--- src/rtl/left_shift_sequencer.sv ---
// Multi-cycle sequencer driving a combinational left-shift block once per step.
// Define LEFT_SHIFT_SEQ_STICKY_OF_EN to make rsp_of_o accumulate overflow over all steps.
module left_shift_sequencer #(
    parameter int WORD_WIDTH = 32,
    parameter int CNT_WIDTH  = 6
) (
    input  logic                  clk_i,
    input  logic                  rst_ni,
    input  logic                  req_valid_i,
    output logic                  req_ready_o,
    input  logic [1:0]            req_op_i,
    input  logic [WORD_WIDTH-1:0] req_a_i,
    input  logic [WORD_WIDTH-1:0] req_b_i,
    input  logic [WORD_WIDTH-1:0] req_c_i,
    input  logic                  req_cf_i,
    input  logic [CNT_WIDTH-1:0]  req_cnt_i,
    output logic                  rsp_valid_o,
    input  logic                  rsp_ready_i,
    output logic [WORD_WIDTH-1:0] rsp_r_o,
    output logic                  rsp_cf_o,
    output logic                  rsp_zf_o,
    output logic                  rsp_of_o,
    output logic                  rsp_pf_o,
    output logic                  rsp_sf_o,
    output logic [1:0]            sh_op_o,
    output logic [WORD_WIDTH-1:0] sh_a_o,
    output logic [WORD_WIDTH-1:0] sh_b_o,
    output logic [WORD_WIDTH-1:0] sh_c_o,
    output logic                  sh_cf_o,
    input  logic [WORD_WIDTH-1:0] sh_r_i,
    input  logic                  sh_cf_i,
    input  logic                  sh_of_i
);

    localparam logic [1:0] IDLE = 2'd0;
    localparam logic [1:0] BUSY = 2'd1;
    localparam logic [1:0] DONE = 2'd2;

    logic [1:0]            state;
    logic [WORD_WIDTH-1:0] acc;
    logic                  carry;
    logic [1:0]            op;
    logic [WORD_WIDTH-1:0] b;
    logic [WORD_WIDTH-1:0] c;
    logic [CNT_WIDTH-1:0]  rem;
    logic                  ofacc;

    assign req_ready_o = (state == IDLE);
    assign rsp_valid_o = (state == DONE);

    assign sh_op_o = op;
    assign sh_a_o  = acc;
    assign sh_b_o  = b;
    assign sh_c_o  = c;
    assign sh_cf_o = carry;

    // Result flags derive straight from the registers so they hold under backpressure.
    assign rsp_r_o  = acc;
    assign rsp_cf_o = carry;
    assign rsp_of_o = ofacc;
    assign rsp_zf_o = ~|acc;
    assign rsp_pf_o = acc[0];
    assign rsp_sf_o = acc[WORD_WIDTH-1];

    always_ff @(posedge clk_i or negedge rst_ni) begin
        if (!rst_ni) begin
            state <= IDLE;
            acc   <= '0;
            carry <= 1'b0;
            op    <= '0;
            b     <= '0;
            c     <= '0;
            rem   <= '0;
            ofacc <= 1'b0;
        end else begin
            case (state)
                IDLE: begin
                    if (req_valid_i) begin
                        op    <= req_op_i;
                        acc   <= req_a_i;
                        b     <= req_b_i;
                        c     <= req_c_i;
                        carry <= req_cf_i;
                        rem   <= req_cnt_i;
                        ofacc <= 1'b0;
                        state <= (req_cnt_i != '0) ? BUSY : DONE;
                    end
                end
                BUSY: begin
                    acc   <= sh_r_i;
                    carry <= sh_cf_i;
                    rem   <= rem - CNT_WIDTH'(1);
`ifdef LEFT_SHIFT_SEQ_STICKY_OF_EN
                    ofacc <= ofacc | sh_of_i;
`else
                    ofacc <= sh_of_i;
`endif
                    if (rem == CNT_WIDTH'(1)) begin
                        state <= DONE;
                    end
                end
                DONE: begin
                    if (rsp_ready_i) begin
                        state <= IDLE;
                    end
                end
                default: state <= IDLE;
            endcase
        end
    end

endmodule

--- config.mk ---
export PLATFORM = sky130hd
export DESIGN_NAME = left_shift_sequencer
export DESIGN_NICKNAME = d
export VERILOG_FILES = /design/src/rtl/left_shift_sequencer.sv
export SDC_FILE = /design/constraint.sdc
export NUM_CORES = 1
export LEC_CHECK = 0
export CAP_MARGIN = 20
export CORE_UTILIZATION = 39
export CTS_CLUSTER_SIZE = 25
export DETAILED_ROUTE_END_ITERATION = 6
export PLACE_DENSITY = 0.81
export SLEW_MARGIN = 20
export SYNTH_ARGS = -nofsm -noshare
export SYNTH_HDL_FRONTEND = slang
export SYNTH_SLANG_ARGS = --single-unit
--- constraint.sdc ---
create_clock -name clk_i -period 1.81 [get_ports clk_i]
set_clock_uncertainty 0.15 [all_clocks]
set_input_delay 0.181 -clock clk_i [delete_from_list [all_inputs] [get_ports clk_i]]
set_output_delay 0.181 -clock clk_i [all_outputs]
set_load 0.005 [all_outputs]
==> impl_metrics.tcl, run 1 <==
set metrics [dict create \
    outcome "complete, but fails checks" \
    violations "setup timing" \
    nNetsFinal 853 \
    p_leak_nw 3.606 \
    yosysTopAreaCellShare_pct 53.95 \
    clk_latency_ps 350 \
    initial_core_util_pct 39.86 \
    crit_path_end_kind "primary output" \
    dr.first_iter.drc_count 160 \
    path_max_fanout 2 \
    worst_ep_arrival_time_ps 1530 \
    io_pins 281 \
    start_kind "flop" \
    die_x_um 115.3 \
    drv_slew 0 \
    area_delta_synth_final_pct 67.01 \
    p_total_mw 14.80 \
    fp.dieH_um 115.3 \
    via_per_inst 4.837 \
    cap_violations 0 \
    grt_max_degree 61 \
    utilization_pct 66.57 \
    drtAntennaViolNets 0 \
    grt_antenna_before_repair 0 \
    r2r_cells 4 \
    drt-pass1-iter-count 7 \
    synth_edf_count 0 \
    fin_crit_sh_pct 102.9 \
    slowest_delay_ps 380 \
    setup_violations 1 \
    synth_area_sq_um 5010 \
    slowest_stage "dfrtp_1" \
    grt_pass1_wl_um 21900 \
    yosysSeqAreaShare_pct 53.95 \
    synth_nets 574 \
    grt_pass1_vias 4372 \
    min_path_type "in -> async" \
    dpl.hpwl_um 10900 \
    preCtsSetupSlack_ps -120.1 \
    synthFlopType "dfrtp_1" \
    cp.required_ps 1480 \
    avgSynthCellArea_sq_um 11.68 \
    synth_commonest_cells "dfrtp_1, nand2_1, mux2_4, nor2_1, buf_4" \
    setup_ws_ps -52.55 \
    hold_viol 0 \
    clockBufferDepth 2 \
    relSlewSlack_pct 73.00 \
    place.gp.congestion 0.7839 \
    timing.rr.start "state[1]$_DFFE_PN0P_" \
    dp.cells 866 \
    coreArea_sq_um 12570 \
    tightestPinTransition_ps 394.8 \
    r2r-end "rem[5]$_DFFE_PN0P_" \
    path_cells "nor4_2 -> buf_4 -> nand4_1 -> nor2_1 -> buf_2" \
    vias 4266 \
    overflow 0 \
    numCtsBuffers 9 \
    rows 41 \
    clockRootBuffer "clkbuf_16" \
    ir_drop_v 0.0009432 \
    die_area_sq_um 13300 \
    rsz0062_at_grt "yes" \
    synth.most_common_cell "dfrtp_1" \
    synth_cells 429 \
    yosysTopAreaCell "dfrtp_1" \
    final_layout_size_suffix_gt1_share_pct 19.01 \
    r2r_slack_ps 160 \
    wirelength_um 14280 \
    drc 0 \
    ys_warn_count 0 \
    ys_seq_elements 108 \
    cts_tree "yes" \
    ctsHtreeMaxLevel 3 \
    yosysUniqueCellTypes 39 \
    portBuffers 280 \
    grtUsageTotal_pct 21.60 \
    n_antenna_cell 0 \
    power.density_nw_per_um2 1769 \
    crit_type "reg -> out" \
    cts.sinks 108 \
    instances_no_fill 882 \
    synth-async-reset-ratio_pct 100.0 \
    wl_per_cell_um 16.19 \
    cts.reportedPaths.clkPinSlew_ps 70 \
    fmax_mhz 536.9 \
    yosys-top-cells-area "dfrtp_1, mux2_4, mux2_2" \
    finalCriticalPeriod_ps 1863 \
]
[report_power, final]
part	internal, mW	switching (mW)
Combinational	5.32	3.13
Sequential	3.70	0.737
Clock	1.09	0.819
Total	10.1	4.68
[per-layer routing]
metal	routed length, um	global-route usage, %	vias to the layer above
met5	0	0	-
li1	-	-	2004
met2	7335	37.60	175
met1	5772	25.64	2074
met3	1032	7.275	13
met4	142	5.108	0
[stage by stage]
stage | setup TNS (ps) | cell area, sq um | hold WS, ps
2_1_floorplan | 0 | 5010 | -264.6
5_1_grt | -212.8 | 8367 | 219.3
3_5_place_dp | -123.8 | 8040 | -4.055
3_3_place_gp | -182.8 | 8040 | -15.93
4_1_cts | -69.06 | 8330 | 173.3
6_report | -52.55 | 8367 | 180.7
[state kept, by name (all words and copies together), names as in the netlist]
name	cells
rem	6
rsp_cf_o	1
rsp_of_o	1
rsp_r_o	32
sh_b_o	32
sh_c_o	32
sh_op_o	2
state	2
[repair_timing]
item / CTS / global route
gates resized for setup: 6 / 7
hold buffers: 1 / 0
setup endpoints to repair: 2 / 4
buffers inserted: 0 / 2
pin swaps: 2 / 3
endpoints found under the hold margin: 30 / 0
[area by class of cell]
| cell class | count | area, sq um |
|---|---|---|
| Timing Repair Buffer | 328 | 3257 |
| Clock inverter | 2 | 37.54 |
| Tap cell | 172 | 215.2 |
| Clock buffer | 11 | 242.7 |
| Inverter | 3 | 11.26 |
| Sequential cell | 108 | 2703 |
| Fill cell | 976 | 4202 |
| Multi-Input combinational cell | 258 | 1901 |
[worst max path at each step]
stage                                  from               endpoint  slack, ps  cells after the start
global placement    rsp_r_o[24]$_DFFE_PN0P_               rsp_zf_o       -180                      5
floorplan              state[0]$_DFFE_PN0P_  sh_b_o[0]$_DFFE_PN0P_        200                      5
global route        rsp_r_o[24]$_DFFE_PN0P_               rsp_zf_o       -210                      5
CTS                 rsp_r_o[29]$_DFFE_PN0P_               rsp_zf_o        -70                      5
finish              rsp_r_o[24]$_DFFE_PN0P_               rsp_zf_o        -50                      5
detailed placement  rsp_r_o[27]$_DFFE_PN0P_               rsp_zf_o       -120                      5
[cell usage in the layout (no fill, tap or decap), types with 2 or more instances in the layout]
| cell | Yosys | layout |
|---|---|---|
| buf_4 | 35 | 41 |
| nor4_1 | 9 | 8 |
| ha_1 | 2 | 2 |
| a21oi_1 | 4 | 4 |
| nand2b_1 | 2 | 2 |
| nand4_1 | 2 | 2 |
| a31oi_1 | 33 | 33 |
| dlymetal6s2s_1 | 0 | 5 |
| mux2_4 | 40 | 40 |
| buf_12 | 0 | 7 |
| nor4_2 | 1 | 2 |
| nand3b_1 | 2 | 2 |
| nor2_1 | 40 | 39 |
| nor3b_1 | 2 | 2 |
| clkdlybuf4s50_1 | 0 | 272 |
| dfrtp_1 | 108 | 108 |
| clkbuf_16 | 0 | 9 |
| nor3_1 | 4 | 4 |
| nor2b_1 | 4 | 3 |
| nand2_1 | 66 | 66 |
| o211ai_1 | 2 | 2 |
| inv_1 | 3 | 3 |
| a211oi_1 | 3 | 3 |
| mux2_2 | 26 | 26 |
[kinds of logic (layout without fill, tap and decap cells)]
group                      Yosys count  count (layout)  synth area share (%)
adders and majority gates            2               2                0.4994
buffers and inverters               63             344                 8.466
AOI/OAI and AO/OA                   49              49                 6.444
DFF                                108             108                 53.95
xor gates and xnor gates             1               1                0.1749
and+or+nand+nor                    139             139                 12.44
muxes                               67              67                 18.03
[critical path: cells and delay by family (launching register included)]
kind / cells / cell delay, ps
flops: 1 / 380
buf+inv: 2 / 270
simple gates: 3 / 540
Power figures use the tool's default switching activity.
==> inputs of run 2 (changes only) <==
CORE_UTILIZATION = 40   (was 39)
PLACE_DENSITY = 0.83   (was 0.81)
clock period = 2.2 ns   (was 1.81 ns; I/O delays follow)
==> run 2 against run 1 <==
The flow now finishes without violations. Die area decreased by 2.5%. Hold slack improved by 17 ps. Largest power group unchanged. Clock power fell by 18%. Sequential share of layout area up 0.92 points. Critical path type unchanged. Critical endpoint is now req_ready_o. Count of clock-buffer cells in the layout up 1.
==> impl_metrics.tcl, run 2 (same netlist as run 1, synthesis figures left out) <==
set metrics [dict create \
    slowest_stage "clkdlybuf4s50_1" \
    multi_input_area_sq_um 1923 \
    rows 40 \
    outcome "complete, no violations" \
    drc 0 \
    worst_ep_arrival_time_ps 1640 \
    path_max_fanout 16 \
    overflow 0 \
    n_antenna_cell 0 \
    coreArea_sq_um 12110 \
    drv_slew 0 \
    grt_max_degree 62 \
    clk_latency_ps 350 \
    fin_crit_sh_pct 91.50 \
    cts_tree "yes" \
    cts.sinks 108 \
    rsz0062_at_grt "no" \
    cp.required_ps 1830 \
    dr.first_iter.drc_count 212 \
    numCtsBuffers 9 \
    r2r_slack_ps 300 \
    cts.reportedPaths.clkPinSlew_ps 70 \
    grt_pass1_wl_um 22740 \
    min_path_type "in -> async" \
    slowest_delay_ps 550 \
    grt_antenna_before_repair 0 \
    p_total_mw 11.86 \
    drt-pass1-iter-count 6 \
    hold_viol 0 \
    dpl.hpwl_um 11310 \
    path_cells "nor2_1 -> clkdlybuf4s50_1" \
    place.gp.congestion 0.8991 \
    ctsHtreeMaxLevel 3 \
    crit_path_end_kind "primary output" \
    setup_violations 0 \
    nNetsFinal 820 \
    p_leak_nw 3.391 \
    clockRootBuffer "clkbuf_16" \
    relSlewSlack_pct 70.74 \
    tightestPinTransition_ps 438.9 \
    wl_per_cell_um 17.46 \
    fmax_mhz 496.8 \
    grtUsageTotal_pct 22.84 \
    cap_violations 0 \
    final_common_cell "clkdlybuf4s50_1" \
    finalCriticalPeriod_ps 2013 \
    n_fill_cell 930 \
    die_area_sq_um 12980 \
    regArea_sq_um 2703 \
    start_kind "flop" \
    fp.dieH_um 113.9 \
    crit_start "state[0]$_DFFE_PN0P_" \
    via_per_inst 4.961 \
    fin_hold_ws_ps 197.6 \
    wirelength_um 14800 \
    utilization_pct 67.17 \
    grt_pass1_vias 4299 \
    power.density_nw_per_um2 1458 \
    die_x_um 113.9 \
    setup-tns-final_ps 0 \
    ir_drop_v 0.0007566 \
    crit_type "reg -> out" \
    dp.cells 829 \
    portBuffers 280 \
    initial_core_util_pct 41.36 \
    drtAntennaViolNets 0 \
    final_layout_size_suffix_gt1_share_pct 15.59 \
    io_pins 281 \
    critPathTopFamily "buffers and inverters" \
    instances_no_fill 848 \
    timing.rr.start "state[0]$_DFFE_PN0P_" \
    area_delta_synth_final_pct 62.39 \
    clockBufferDepth 2 \
    final_cell_mix "clkdlybuf4s50_1, dfrtp_1, nand2_1" \
    cp.buffers_inverters 1 \
    vias 4207 \
]
-- run 2: path summary, 6_finish.rpt --
check                                           to  depth (start not counted)
max                                    req_ready_o                          2
min                          sh_c_o[4]$_DFFE_PN0P_                          2
max reg2reg                 sh_c_o[12]$_DFFE_PN0P_                          4
min reg2reg                 sh_c_o[15]$_DFFE_PN0P_                          1
max in group asynchronous  rsp_r_o[28]$_DFFE_PN0P_                          3
min in group clk_i         rsp_r_o[29]$_DFFE_PN0P_                          3
-- run 2: timing repair --
item                                    in CTS  in global routing
endpoints found under the setup margin       1                  0
setup buffers                                2                  0
resized for setup                            7                  0
hold endpoints to repair                    23                  0
hold buffers                                 1                  0
-- run 2: per-stage QoR --
step | setup slack, ps | cell area, sq um
after CTS | 174.7 | 8135
after detailed placement | 196.9 | 7787
after global placement | 239.2 | 7787
after global routing | 92.38 | 8135
after floorplan | 591.0 | 5010
final | 187.0 | 8135
-- run 2: final cells by class --
cell class	instances	share of cell area [%]
repair buffers	295	36.90
flip-flops and latches	108	33.22
clock inverters	4	0.6152
well taps	168	2.584
clock buffers	12	2.907
inverters	3	0.1384
multi-input cells	258	23.64
-- run 2: routing by layer --
metal  routed length (um)  GRT usage [%]
met5                    0              0
met3                 1174          6.004
met4                  351          8.918
met1                 5726          26.19
met2                 7551          40.69
-- run 2: where the power goes --
group	switching (mW)	internal (mW)
combinational	2.34	4.05
clock	0.691	0.882
sequential	0.851	3.05
total	3.88	7.98
==> inputs of run 3 (changes only) <==
CTS_CLUSTER_DIAMETER = 100   (was not set)
REMOVE_ABC_BUFFERS = 1   (was not set)
==> run 3 against run 2 <==
Critical path depth stayed put. Critical endpoint is now rsp_valid_o. Fmax fell by 3.6%. Register-to-register slack improved by 30 ps. First-iteration DRC count is 6.1% higher. Sequential cell count unchanged. Sequential share of layout area decreased by 0.22 points. Global-route usage up 0.64 points. Hold slack better by 20 ps. Sequential power about the same.
==> impl_metrics.tcl, run 3 (same netlist as run 1, synthesis figures left out) <==
set metrics [dict create \
    die_area_sq_um 12980 \
    wl_per_cell_um 17.73 \
    clockBufferDepth 2 \
    grt_pass1_vias 4348 \
    cap_violations 0 \
    cp.required_ps 1830 \
    grt_max_degree 56 \
    relSlewSlack_pct 64.58 \
    drt-pass1-iter-count 5 \
    clockRootBuffer "clkbuf_16" \
    cts.sinks 108 \
    crit_path_end_kind "primary output" \
    fmax_mhz 479.0 \
    r2r_slack_ps 330 \
    wirelength_um 15170 \
    grtUsageTotal_pct 23.49 \
    ctsHtreeMaxLevel 3 \
    coreArea_sq_um 12110 \
    min_path_type "in -> async" \
    drtAntennaViolNets 0 \
    cts.reportedPaths.clkPinSlew_ps 70 \
    clk_latency_ps 350 \
    grt_pass1_wl_um 23200 \
    portBuffers 280 \
    drc 0 \
    initial_core_util_pct 41.36 \
    fin_crit_sh_pct 94.89 \
    setup_violations 0 \
    final_cell_mix "clkdlybuf4s50_1, dfrtp_1, nand2_1" \
    dr.first_iter.drc_count 225 \
    crit_type "reg -> out" \
    hold_viol 0 \
    area_delta_synth_final_pct 63.49 \
    power.density_nw_per_um2 1477 \
    place.gp.congestion 0.7948 \
    io_pins 281 \
    start_kind "flop" \
    path_max_fanout 16 \
    cts_tree "yes" \
    fp.dieH_um 113.9 \
    finalCriticalPeriod_ps 2088 \
    tightestPinTransition_ps 531.3 \
    timing.rr.start "state[0]$_DFFE_PN0P_" \
    overflow 0 \
    nNetsFinal 828 \
    vias 4246 \
    final_common_cell "clkdlybuf4s50_1" \
    die_x_um 113.9 \
    r2r_cells 4 \
    fin_hold_ws_ps 218.0 \
    outcome "complete, no violations" \
    final_layout_size_suffix_gt1_share_pct 16.72 \
    n_antenna_cell 0 \
    r2r-end "rem[0]$_DFFE_PN0P_" \
    rsz0062_at_grt "no" \
    rows 40 \
    p_total_mw 12.10 \
    numCtsBuffers 9 \
    drv_slew 0 \
    grt_antenna_before_repair 0 \
    n_fill_cell 923 \
    p_leak_nw 3.436 \
    ir_drop_v 0.0008955 \
    dpl.hpwl_um 11390 \
    worst_ep_arrival_time_ps 1720 \
    via_per_inst 4.960 \
]
==> run 3: cell count changes in the layout (fill, tap and decap cells not counted), sizes merged <==
| cell | before | now |
|---|---|---|
| buf | 15 | 23 |
| bufinv | 1 | 2 |
| clkinv | 1 | 0 |
| dlygate4sd2 | 1 | 0 |
| inv | 3 | 4 |
==> run 3: layer usage <==
layer	global-route usage [%]	up-vias	share of wire, %
met5	0	-	0
met4	8.139	0	1.8
met3	6.589	20	8.4
met2	42.15	212	52
met1	26.80	2056	38
li1	-	1958	-
==> run 3: per-stage QoR <==
stage               worst slack, ps  util (%)  cells  cell area [sq um]  TNS, ps
floorplan                    -364.8         -    369               4597    -5853
global placement             -19.10     64.46    835               7807   -19.10
detailed placement            34.46     64.46    835               7807        0
CTS                           44.68     67.54    855               8180        0
global route                  23.66     67.62    856               8190        0
finish                        112.3     67.62    856               8190        0
==> run 3: area by class of cell <==
cell class,instances,area [sq um],share of cell area [%]
Clock buffer,11,242.7,2.964
Clock inverter,5,83.83,1.024
Inverter,3,11.26,0.1375
Multi-Input combinational cell,258,1907,23.28
Sequential cell,108,2703,33.00
Tap cell,168,210.2,2.566
Timing Repair Buffer,303,3033,37.03
==> run 3: worst max-delay path: stages (launching register included) <==
cell and delay (ps):
dfrtp_1 610, nor2b_1 220, clkdlybuf4s50_1 540
==> run 3: power breakdown <==
group          switching [mW]  internal [mW]  leakage, nW
logic                    2.35           4.08         2.00
clock network           0.731           1.03        0.152
registers               0.864           3.04         1.28
total                    3.94           8.16         3.44
==> run 3: how the worst max path moves through the flow <==
stage / endpoint / slack [ps] / depth (start not counted) / start
floorplan: rem[5]$_DFFE_PN0P_ / -360 / 3 / state[0]$_DFFE_PN0P_
global placement: rsp_zf_o / -20 / 4 / rsp_r_o[24]$_DFFE_PN0P_
detailed placement: rsp_zf_o / 30 / 4 / rsp_r_o[24]$_DFFE_PN0P_
CTS: rsp_zf_o / 40 / 5 / rsp_r_o[21]$_DFFE_PN0P_
global route: rsp_valid_o / 20 / 2 / state[1]$_DFFE_PN0P_
finish: rsp_valid_o / 110 / 2 / state[1]$_DFFE_PN0P_
==> run 3: repair_timing <==
action / in CTS / in global routing
setup buffers: 3 / 1
hold buffers: 1 / 0
gates resized for setup: 4 / 3
setup endpoints to repair: 1 / 1
hold endpoints to repair: 33 / 0
pin swaps: 3 / 2
